## src/rtl/adc_joystick_sequencer_if.sv

```systemverilog
// Bus bundle for the joystick ADC sequencer: frame pulse in, SPI pins,
// and the published X/Y pair with its status flags.
interface adc_joystick_sequencer_if;
    logic        frame;
    logic        adc_cs_n;
    logic        adc_sclk;
    logic        adc_mosi;
    logic        adc_miso;
    logic [11:0] ch0;
    logic [11:0] ch1;
    logic        data_valid;
    logic        busy;
    logic        overrun;

    // Sequencer side: owns the SPI pins and the published results.
    modport master (
        input  frame,
        input  adc_miso,
        output adc_cs_n,
        output adc_sclk,
        output adc_mosi,
        output ch0,
        output ch1,
        output data_valid,
        output busy,
        output overrun
    );

    // Environment side: timing generator, ADC and drawing logic.
    modport slave (
        output frame,
        output adc_miso,
        input  adc_cs_n,
        input  adc_sclk,
        input  adc_mosi,
        input  ch0,
        input  ch1,
        input  data_valid,
        input  busy,
        input  overrun
    );
endinterface

```

## src/rtl/adc_joystick_sequencer.sv

```systemverilog
// adc_joystick_sequencer: frame-paced SPI master for an MCP3202-style
// 2-channel 12-bit ADC. Each frame converts channel 0 then channel 1 and
// publishes both results in the same cycle so X/Y never tear.
module adc_joystick_sequencer #(
    parameter int unsigned CLK_DIV    = 13,
    parameter logic [11:0] RESET_CODE = 12'h800
) (
    input  logic                      clk25,
    input  logic                      rst,
    adc_joystick_sequencer_if.master  bus
);

    localparam logic [7:0] DIV_LAST       = 8'(CLK_DIV - 1);
    localparam logic [4:0] LAST_BIT       = 5'd17;
    localparam logic [4:0] FIRST_DATA_BIT = 5'd6;

    typedef enum logic [2:0] {
        IDLE,
        CS_SETUP,
        SHIFT,
        CS_HIGH,
        PUBLISH
    } state_t;

    state_t      state_q,   state_d;
    logic [7:0]  phase_q,   phase_d;
    logic [4:0]  bit_q,     bit_d;
    logic        chan_q,    chan_d;
    logic        frame_q,   frame_d;
    logic        pending_q, pending_d;
    logic [11:0] shift_q,   shift_d;
    logic [11:0] stage_q,   stage_d;
    logic        cs_n_q,    cs_n_d;
    logic        sclk_q,    sclk_d;
    logic        mosi_q,    mosi_d;
    logic [11:0] ch0_q,     ch0_d;
    logic [11:0] ch1_q,     ch1_d;
    logic        dv_q,      dv_d;
    logic        busy_q,    busy_d;
    logic        overrun_q, overrun_d;

    logic        phase_end;
    logic [4:0]  bit_next;

    // Command bits 1..4 are start, SGL/DIFF, ODD, MSBF; the rest are don't-care zeros.
    function automatic logic cmd_bit(input logic [4:0] n, input logic odd);
        case (n)
            5'd1, 5'd2, 5'd4: return 1'b1;
            5'd3:             return odd;
            default:          return 1'b0;
        endcase
    endfunction

    // Next-state logic for the sequencer, frame queueing and SPI pins.
    always_comb begin
        state_d   = state_q;
        phase_d   = phase_q;
        bit_d     = bit_q;
        chan_d    = chan_q;
        frame_d   = bus.frame;
        pending_d = pending_q;
        shift_d   = shift_q;
        stage_d   = stage_q;
        cs_n_d    = cs_n_q;
        sclk_d    = sclk_q;
        mosi_d    = mosi_q;
        ch0_d     = ch0_q;
        ch1_d     = ch1_q;
        dv_d      = 1'b0;
        busy_d    = busy_q;
        overrun_d = overrun_q;

        phase_end = (phase_q == DIV_LAST);
        bit_next  = bit_q + 5'd1;

        // A start in IDLE consumes the pending request; a simultaneous new
        // frame takes its place. Outside IDLE, one frame queues, more overrun.
        if (state_q == IDLE) begin
            pending_d = pending_q & frame_q;
        end else if (frame_q) begin
            if (!pending_q) begin
                pending_d = 1'b1;
            end else begin
                overrun_d = 1'b1;
            end
        end

        case (state_q)
            IDLE: begin
                if (frame_q || pending_q) begin
                    state_d = CS_SETUP;
                    cs_n_d  = 1'b0;
                    busy_d  = 1'b1;
                    chan_d  = 1'b0;
                    phase_d = '0;
                    shift_d = '0;
                end
            end

            CS_SETUP: begin
                if (phase_end) begin
                    phase_d = '0;
                    bit_d   = 5'd1;
                    mosi_d  = cmd_bit(5'd1, chan_q);
                    state_d = SHIFT;
                end else begin
                    phase_d = phase_q + 8'd1;
                end
            end

            SHIFT: begin
                if (!phase_end) begin
                    phase_d = phase_q + 8'd1;
                end else begin
                    phase_d = '0;
                    if (!sclk_q) begin
                        // Rising SCLK edge: sample DOUT, keep only the 12 data periods.
                        sclk_d = 1'b1;
                        if (bit_q >= FIRST_DATA_BIT) begin
                            shift_d = {shift_q[10:0], bus.adc_miso};
                        end
                    end else begin
                        // Falling SCLK edge: start of the next low phase, MOSI moves here only.
                        sclk_d = 1'b0;
                        if (bit_q == LAST_BIT) begin
                            state_d = CS_HIGH;
                            cs_n_d  = 1'b1;
                            mosi_d  = 1'b0;
                            bit_d   = '0;
                        end else begin
                            bit_d  = bit_next;
                            mosi_d = cmd_bit(bit_next, chan_q);
                        end
                    end
                end
            end

            CS_HIGH: begin
                // Two CLK_DIV-long halves, tracked in bit_q so the phase counter stays 8 bits.
                if (!phase_end) begin
                    phase_d = phase_q + 8'd1;
                end else begin
                    phase_d = '0;
                    if (bit_q == 5'd0) begin
                        bit_d = 5'd1;
                    end else begin
                        bit_d = '0;
                        if (!chan_q) begin
                            chan_d  = 1'b1;
                            stage_d = shift_q;
                            shift_d = '0;
                            cs_n_d  = 1'b0;
                            state_d = CS_SETUP;
                        end else begin
                            ch0_d   = stage_q;
                            ch1_d   = shift_q;
                            dv_d    = 1'b1;
                            state_d = PUBLISH;
                        end
                    end
                end
            end

            PUBLISH: begin
                state_d = IDLE;
                busy_d  = 1'b0;
            end

            default: begin
                state_d = IDLE;
                cs_n_d  = 1'b1;
                sclk_d  = 1'b0;
                mosi_d  = 1'b0;
                busy_d  = 1'b0;
            end
        endcase
    end

    // State and registered outputs; reset aborts any transfer immediately.
    always_ff @(posedge clk25 or negedge rst) begin
        if (!rst) begin
            state_q   <= IDLE;
            phase_q   <= '0;
            bit_q     <= '0;
            chan_q    <= 1'b0;
            frame_q   <= 1'b0;
            pending_q <= 1'b0;
            shift_q   <= '0;
            stage_q   <= '0;
            cs_n_q    <= 1'b1;
            sclk_q    <= 1'b0;
            mosi_q    <= 1'b0;
            ch0_q     <= RESET_CODE;
            ch1_q     <= RESET_CODE;
            dv_q      <= 1'b0;
            busy_q    <= 1'b0;
            overrun_q <= 1'b0;
        end else begin
            state_q   <= state_d;
            phase_q   <= phase_d;
            bit_q     <= bit_d;
            chan_q    <= chan_d;
            frame_q   <= frame_d;
            pending_q <= pending_d;
            shift_q   <= shift_d;
            stage_q   <= stage_d;
            cs_n_q    <= cs_n_d;
            sclk_q    <= sclk_d;
            mosi_q    <= mosi_d;
            ch0_q     <= ch0_d;
            ch1_q     <= ch1_d;
            dv_q      <= dv_d;
            busy_q    <= busy_d;
            overrun_q <= overrun_d;
        end
    end

    assign bus.adc_cs_n   = cs_n_q;
    assign bus.adc_sclk   = sclk_q;
    assign bus.adc_mosi   = mosi_q;
    assign bus.ch0        = ch0_q;
    assign bus.ch1        = ch1_q;
    assign bus.data_valid = dv_q;
    assign bus.busy       = busy_q;
    assign bus.overrun    = overrun_q;

endmodule

```

## src/flat_wrapper.sv

```systemverilog
// flat-port wrapper written by rule: the top's interface ports become plain ports
module adc_joystick_sequencer_flat 
#(
    parameter int unsigned CLK_DIV    = 13,
    parameter logic [11:0] RESET_CODE = 12'h800
)
  (clk25, rst, bus_frame, bus_adc_miso, bus_adc_cs_n, bus_adc_sclk, bus_adc_mosi, bus_ch0, bus_ch1, bus_data_valid, bus_busy, bus_overrun);
  adc_joystick_sequencer_if bus_i ();
  input  logic clk25;
  input  logic rst;
  input wire logic [$bits(bus_i.frame)-1:0] bus_frame;
  input wire logic [$bits(bus_i.adc_miso)-1:0] bus_adc_miso;
  output wire logic [$bits(bus_i.adc_cs_n)-1:0] bus_adc_cs_n;
  output wire logic [$bits(bus_i.adc_sclk)-1:0] bus_adc_sclk;
  output wire logic [$bits(bus_i.adc_mosi)-1:0] bus_adc_mosi;
  output wire logic [$bits(bus_i.ch0)-1:0] bus_ch0;
  output wire logic [$bits(bus_i.ch1)-1:0] bus_ch1;
  output wire logic [$bits(bus_i.data_valid)-1:0] bus_data_valid;
  output wire logic [$bits(bus_i.busy)-1:0] bus_busy;
  output wire logic [$bits(bus_i.overrun)-1:0] bus_overrun;
  assign bus_i.frame = bus_frame;
  assign bus_i.adc_miso = bus_adc_miso;
  assign bus_adc_cs_n = bus_i.adc_cs_n;
  assign bus_adc_sclk = bus_i.adc_sclk;
  assign bus_adc_mosi = bus_i.adc_mosi;
  assign bus_ch0 = bus_i.ch0;
  assign bus_ch1 = bus_i.ch1;
  assign bus_data_valid = bus_i.data_valid;
  assign bus_busy = bus_i.busy;
  assign bus_overrun = bus_i.overrun;
  adc_joystick_sequencer #(.CLK_DIV(CLK_DIV), .RESET_CODE(RESET_CODE)) u_core (.clk25(clk25), .rst(rst), .bus(bus_i));
endmodule
```

## config.mk

```make
export PLATFORM = sky130hd
export DESIGN_NAME = adc_joystick_sequencer_flat
export DESIGN_NICKNAME = d
export VERILOG_FILES = /design/src/rtl/adc_joystick_sequencer_if.sv /design/src/rtl/adc_joystick_sequencer.sv /design/src/flat_wrapper.sv
export SDC_FILE = /design/constraint.sdc
export NUM_CORES = 1
export LEC_CHECK = 0
export ABC_AREA = 0
export CAP_MARGIN = 30
export CORE_MARGIN = 8
export CORE_UTILIZATION = 57
export CTS_CLUSTER_DIAMETER = 100
export DETAILED_ROUTE_END_ITERATION = 10
export PLACE_DENSITY = 0.79
export SLEW_MARGIN = 40
export SYNTH_ARGS = -nofsm -noshare
export SYNTH_HDL_FRONTEND = slang
export SYNTH_SLANG_ARGS = --single-unit
```

## constraint.sdc

```tcl
create_clock -name clk25 -period 2.4 [get_ports clk25]
set_input_delay 0.36 -clock clk25 [delete_from_list [all_inputs] [get_ports clk25]]
set_output_delay 0.36 -clock clk25 [all_outputs]
set_load 0.05 [all_outputs]
```

==> reports/metrics.yaml <==
cts:
  clk_latency_ns: 0.34
  postCtsSetupBuffers: 0
  clkTransAtPathRegs_ns: 0.08
  cts_sinks: 73
  cts_htree_levels: 3
  cts_buffers: 9
  cts_buffer_depth: 2
  cts_resized: 0
  root_buffer: "clkbuf_8"
  tritoncts: "done"
  ctsHoldBuffers: 0
yosys:
  postSynthAreaPerCell_sq_um: 11.6
  synthesis.area_sq_mm: 0.00360
  syn_inst: 309
  synth-edff-count: 0
  synth.net_count: 320
  synthTopCellsByArea: "dfrtp_1 (49%), mux2_2 (12%), mux2i_1 (3.6%)"
  yosysTopAreaCellShare: 0.487
  ys.flop_type: "dfrtp_1"
  yosys.area.top_type: "dfrtp_1"
  yosysSeqAreaShare: 0.509
  ys_types: 55
  synthArstFlopShare: 1.00
  synth-seq-cells: 73
  ys.warnings.count: 0
layout:
  final_cell_area_sq_mm: 0.00418
  fin_nets: 355
  area_delta_synth_final_pct: 16.3
  fillers: 493
  seqCellArea_sq_mm: 0.00183
  multiInputGateArea_sq_mm: 0.00155
  antenna_cells: 0
  drive_gt1_frac: 0.232
  mostFrequentLayoutCells: "dfrtp_1 (70), mux2_2 (37), clkdlybuf4s50_1 (32), inv_1 (20), nand2_1 (20)"
  final_common_cell: "dfrtp_1"
sta:
  fin_tns_setup_ns: 0
  fin_crit_ns: 2.24
  fmax_mhz: 446
  slew_headroom: 0.571
  rsz0062_at_grt: "false"
  drv_slew: 0
  setup_viol: 0
  max_slew.worst_pin.slew_ns: 0.638
  finalHoldViolations: 0
  fin_worst_skew_ns: 0.00985
  min_period_over_period: 0.935
global_route:
  grt_start_max_net_pins: 74
  grt_pass1_vias: 2422
  grt_overflow_total: 0
  grt_use_total: 0.170
  grt_antenna_before_repair: 0
  grt_first_pass_wirelength_microns: 11900
critical_path:
  rr_endpoint: "u_core.bus.ch1[1]$_DFFE_PN0P_"
  ff2ff_setup_slack_ns: 0.16
  reg2regPathDepth: 7
  arrival_ns: 2.47
  cp_slowest_stage_delay_ns: 0.48
  slowest_stage: "nor4b_4"
  critPathKind: "register to register"
  endpoint_kind: "register"
  crit_chain: "inv_1 > ha_1 > nor4b_4 > nor2_1 > nand3_2 > buf_12 > mux2_2"
  required_ns: 2.62
  cp-start-kind: "register"
  critPathMaxFanout: 24
  r2r-start: "u_core.bit_q[0]$_DFFE_PN0P_"
floorplanning:
  coreArea_sq_mm: 0.00624
  ioPinCount: 34
  dieHeight_microns: 95.4
  dieArea_sq_mm: 0.00911
  num_rows: 29
  start_util: 0.576
  die_w_microns: 95.4
routing:
  vias: 2429
  wl_per_cell_microns: 16.7
  drt_iter0_drc: 120
  viasPerCell: 5.70
  ant_nets: 0
  wl_microns: 7110
  drc: 0
  drt-pass1-iter-count: 4
outcome:
  status: "finished clean"
min_path:
  hold_path.class: "primary input to async pin"
placed_design:
  hpwlAfterDp_microns: 4890
  dpl_cell_area_sq_mm: 0.00399
  portBuffers: 33
  gp_congestion: 0.870
power:
  ir_drop_uv: 588
  power_leakage_uw: 0.00189
  powerDensity_mw_per_mm2: 881
job:
  maxCapViolCount: 0
==> per-layer routing <==
layer	GRT usage	vias to the layer above	wire [microns]	share of wire
li1	-	1176	-	-
met1	0.215	1208	3270	0.46
met2	0.273	37	3500	0.49
met3	0.0402	8	237	0.033
met4	0.0755	0	108	0.015
met5	0	-	0	0
==> power by group <==
| part | internal [uW] | total (uW) | switching [uW] | leakage, uW |
|---|---|---|---|---|
| Sequential | 1350 | 1580 | 224 | 0.000972 |
| Combinational | 505 | 1160 | 652 | 0.000823 |
| Clock | 484 | 951 | 467 | 0.0000964 |
==> cells in the mapped netlist (5+ instances only) <==
master / count
dfrtp_1: 70
mux2_2: 37
inv_1: 20
nand2_1: 20
nor2_1: 15
mux2i_1: 13
o21ai_0: 12
a21oi_1: 8
nor3_1: 8
buf_6: 7
ha_1: 7
nand2b_1: 5
nor2b_1: 5
==> worst max-delay path, delay by kind of cell (launching register included) <==
family | cells | cell delay (ns)
multiplexers | 1 | 0.35
AND/OR/NAND/NOR | 3 | 0.79
buffers and inverters | 2 | 0.33
adder cells (fa/ha/maj) | 1 | 0.19
flip-flops | 1 | 0.46
==> worst max-delay path by stage <==
stage / startpoint / end / slack, ns / cells past startpoint
finish: u_core.bit_q[0]$_DFFE_PN0P_ / u_core.bus.ch1[1]$_DFFE_PN0P_ / 0.16 / 7
global route: u_core.bit_q[0]$_DFFE_PN0P_ / u_core.bus.ch1[0]$_DFFE_PN0P_ / 0.02 / 7
CTS: u_core.bit_q[0]$_DFFE_PN0P_ / u_core.bus.ch1[1]$_DFFE_PN0P_ / 0.15 / 7
detailed placement: u_core.bit_q[0]$_DFFE_PN0P_ / u_core.shift_q[2]$_DFFE_PN0P_ / 0.20 / 7
global placement: u_core.bit_q[0]$_DFFE_PN0P_ / u_core.bus.ch1[0]$_DFFE_PN0P_ / 0.32 / 7
floorplan: u_core.bit_q[0]$_DFFE_PN0P_ / u_core.bus.ch0[10]$_DFFE_PN0P_ / 0.38 / 7
==> area by class of cell <==
type                       count  area share
timing repair buffer          43       0.105
sequential                    73       0.438
inverter                      20      0.0179
clock buffer                  10      0.0305
multi-input combinational    197       0.370
tap                           77      0.0230
clock inverter                 6      0.0165
==> registers in the layout, indices dropped and copies added, names as in the netlist <==
name / flops
u_core.bus.ch0: 12
u_core.bus.ch1: 12
u_core.shift_q: 12
u_core.stage_q: 12
u_core.phase_q: 8
u_core.bit_q: 5
u_core.state_q: 3
u_core.bus.adc_cs_n: 1
u_core.bus.adc_mosi: 1
u_core.bus.adc_sclk: 1
u_core.bus.busy: 1
u_core.bus.data_valid: 1
u_core.bus.overrun: 1
u_core.chan_q: 1
u_core.frame_q: 1
u_core.pending_q: 1
==> through the flow <==
stage | total power, uW | hold WS (ns) | utilization | cells | worst slack (ns)
2_1_floorplan | 2470 | 0.0644 | - | 309 | 0.377
4_1_cts | 3710 | 0.0404 | 0.670 | 426 | 0.149
6_report | 3690 | 0.0137 | 0.670 | 426 | 0.155
3_5_place_dp | 2750 | 0.418 | 0.639 | 410 | 0.198
5_1_grt | 3890 | 0.0407 | 0.670 | 426 | 0.0174
3_3_place_gp | 2710 | 0.415 | 0.639 | 410 | 0.315
==> cell families after synthesis <==
logic type,synth area share
flops,0.509
buf+inv,0.0626
fa+ha+maj,0.0271
xor+xnor,0.00974
simple gates,0.127
compound gates,0.112
mux,0.152
Power figures use the tool's default switching activity.
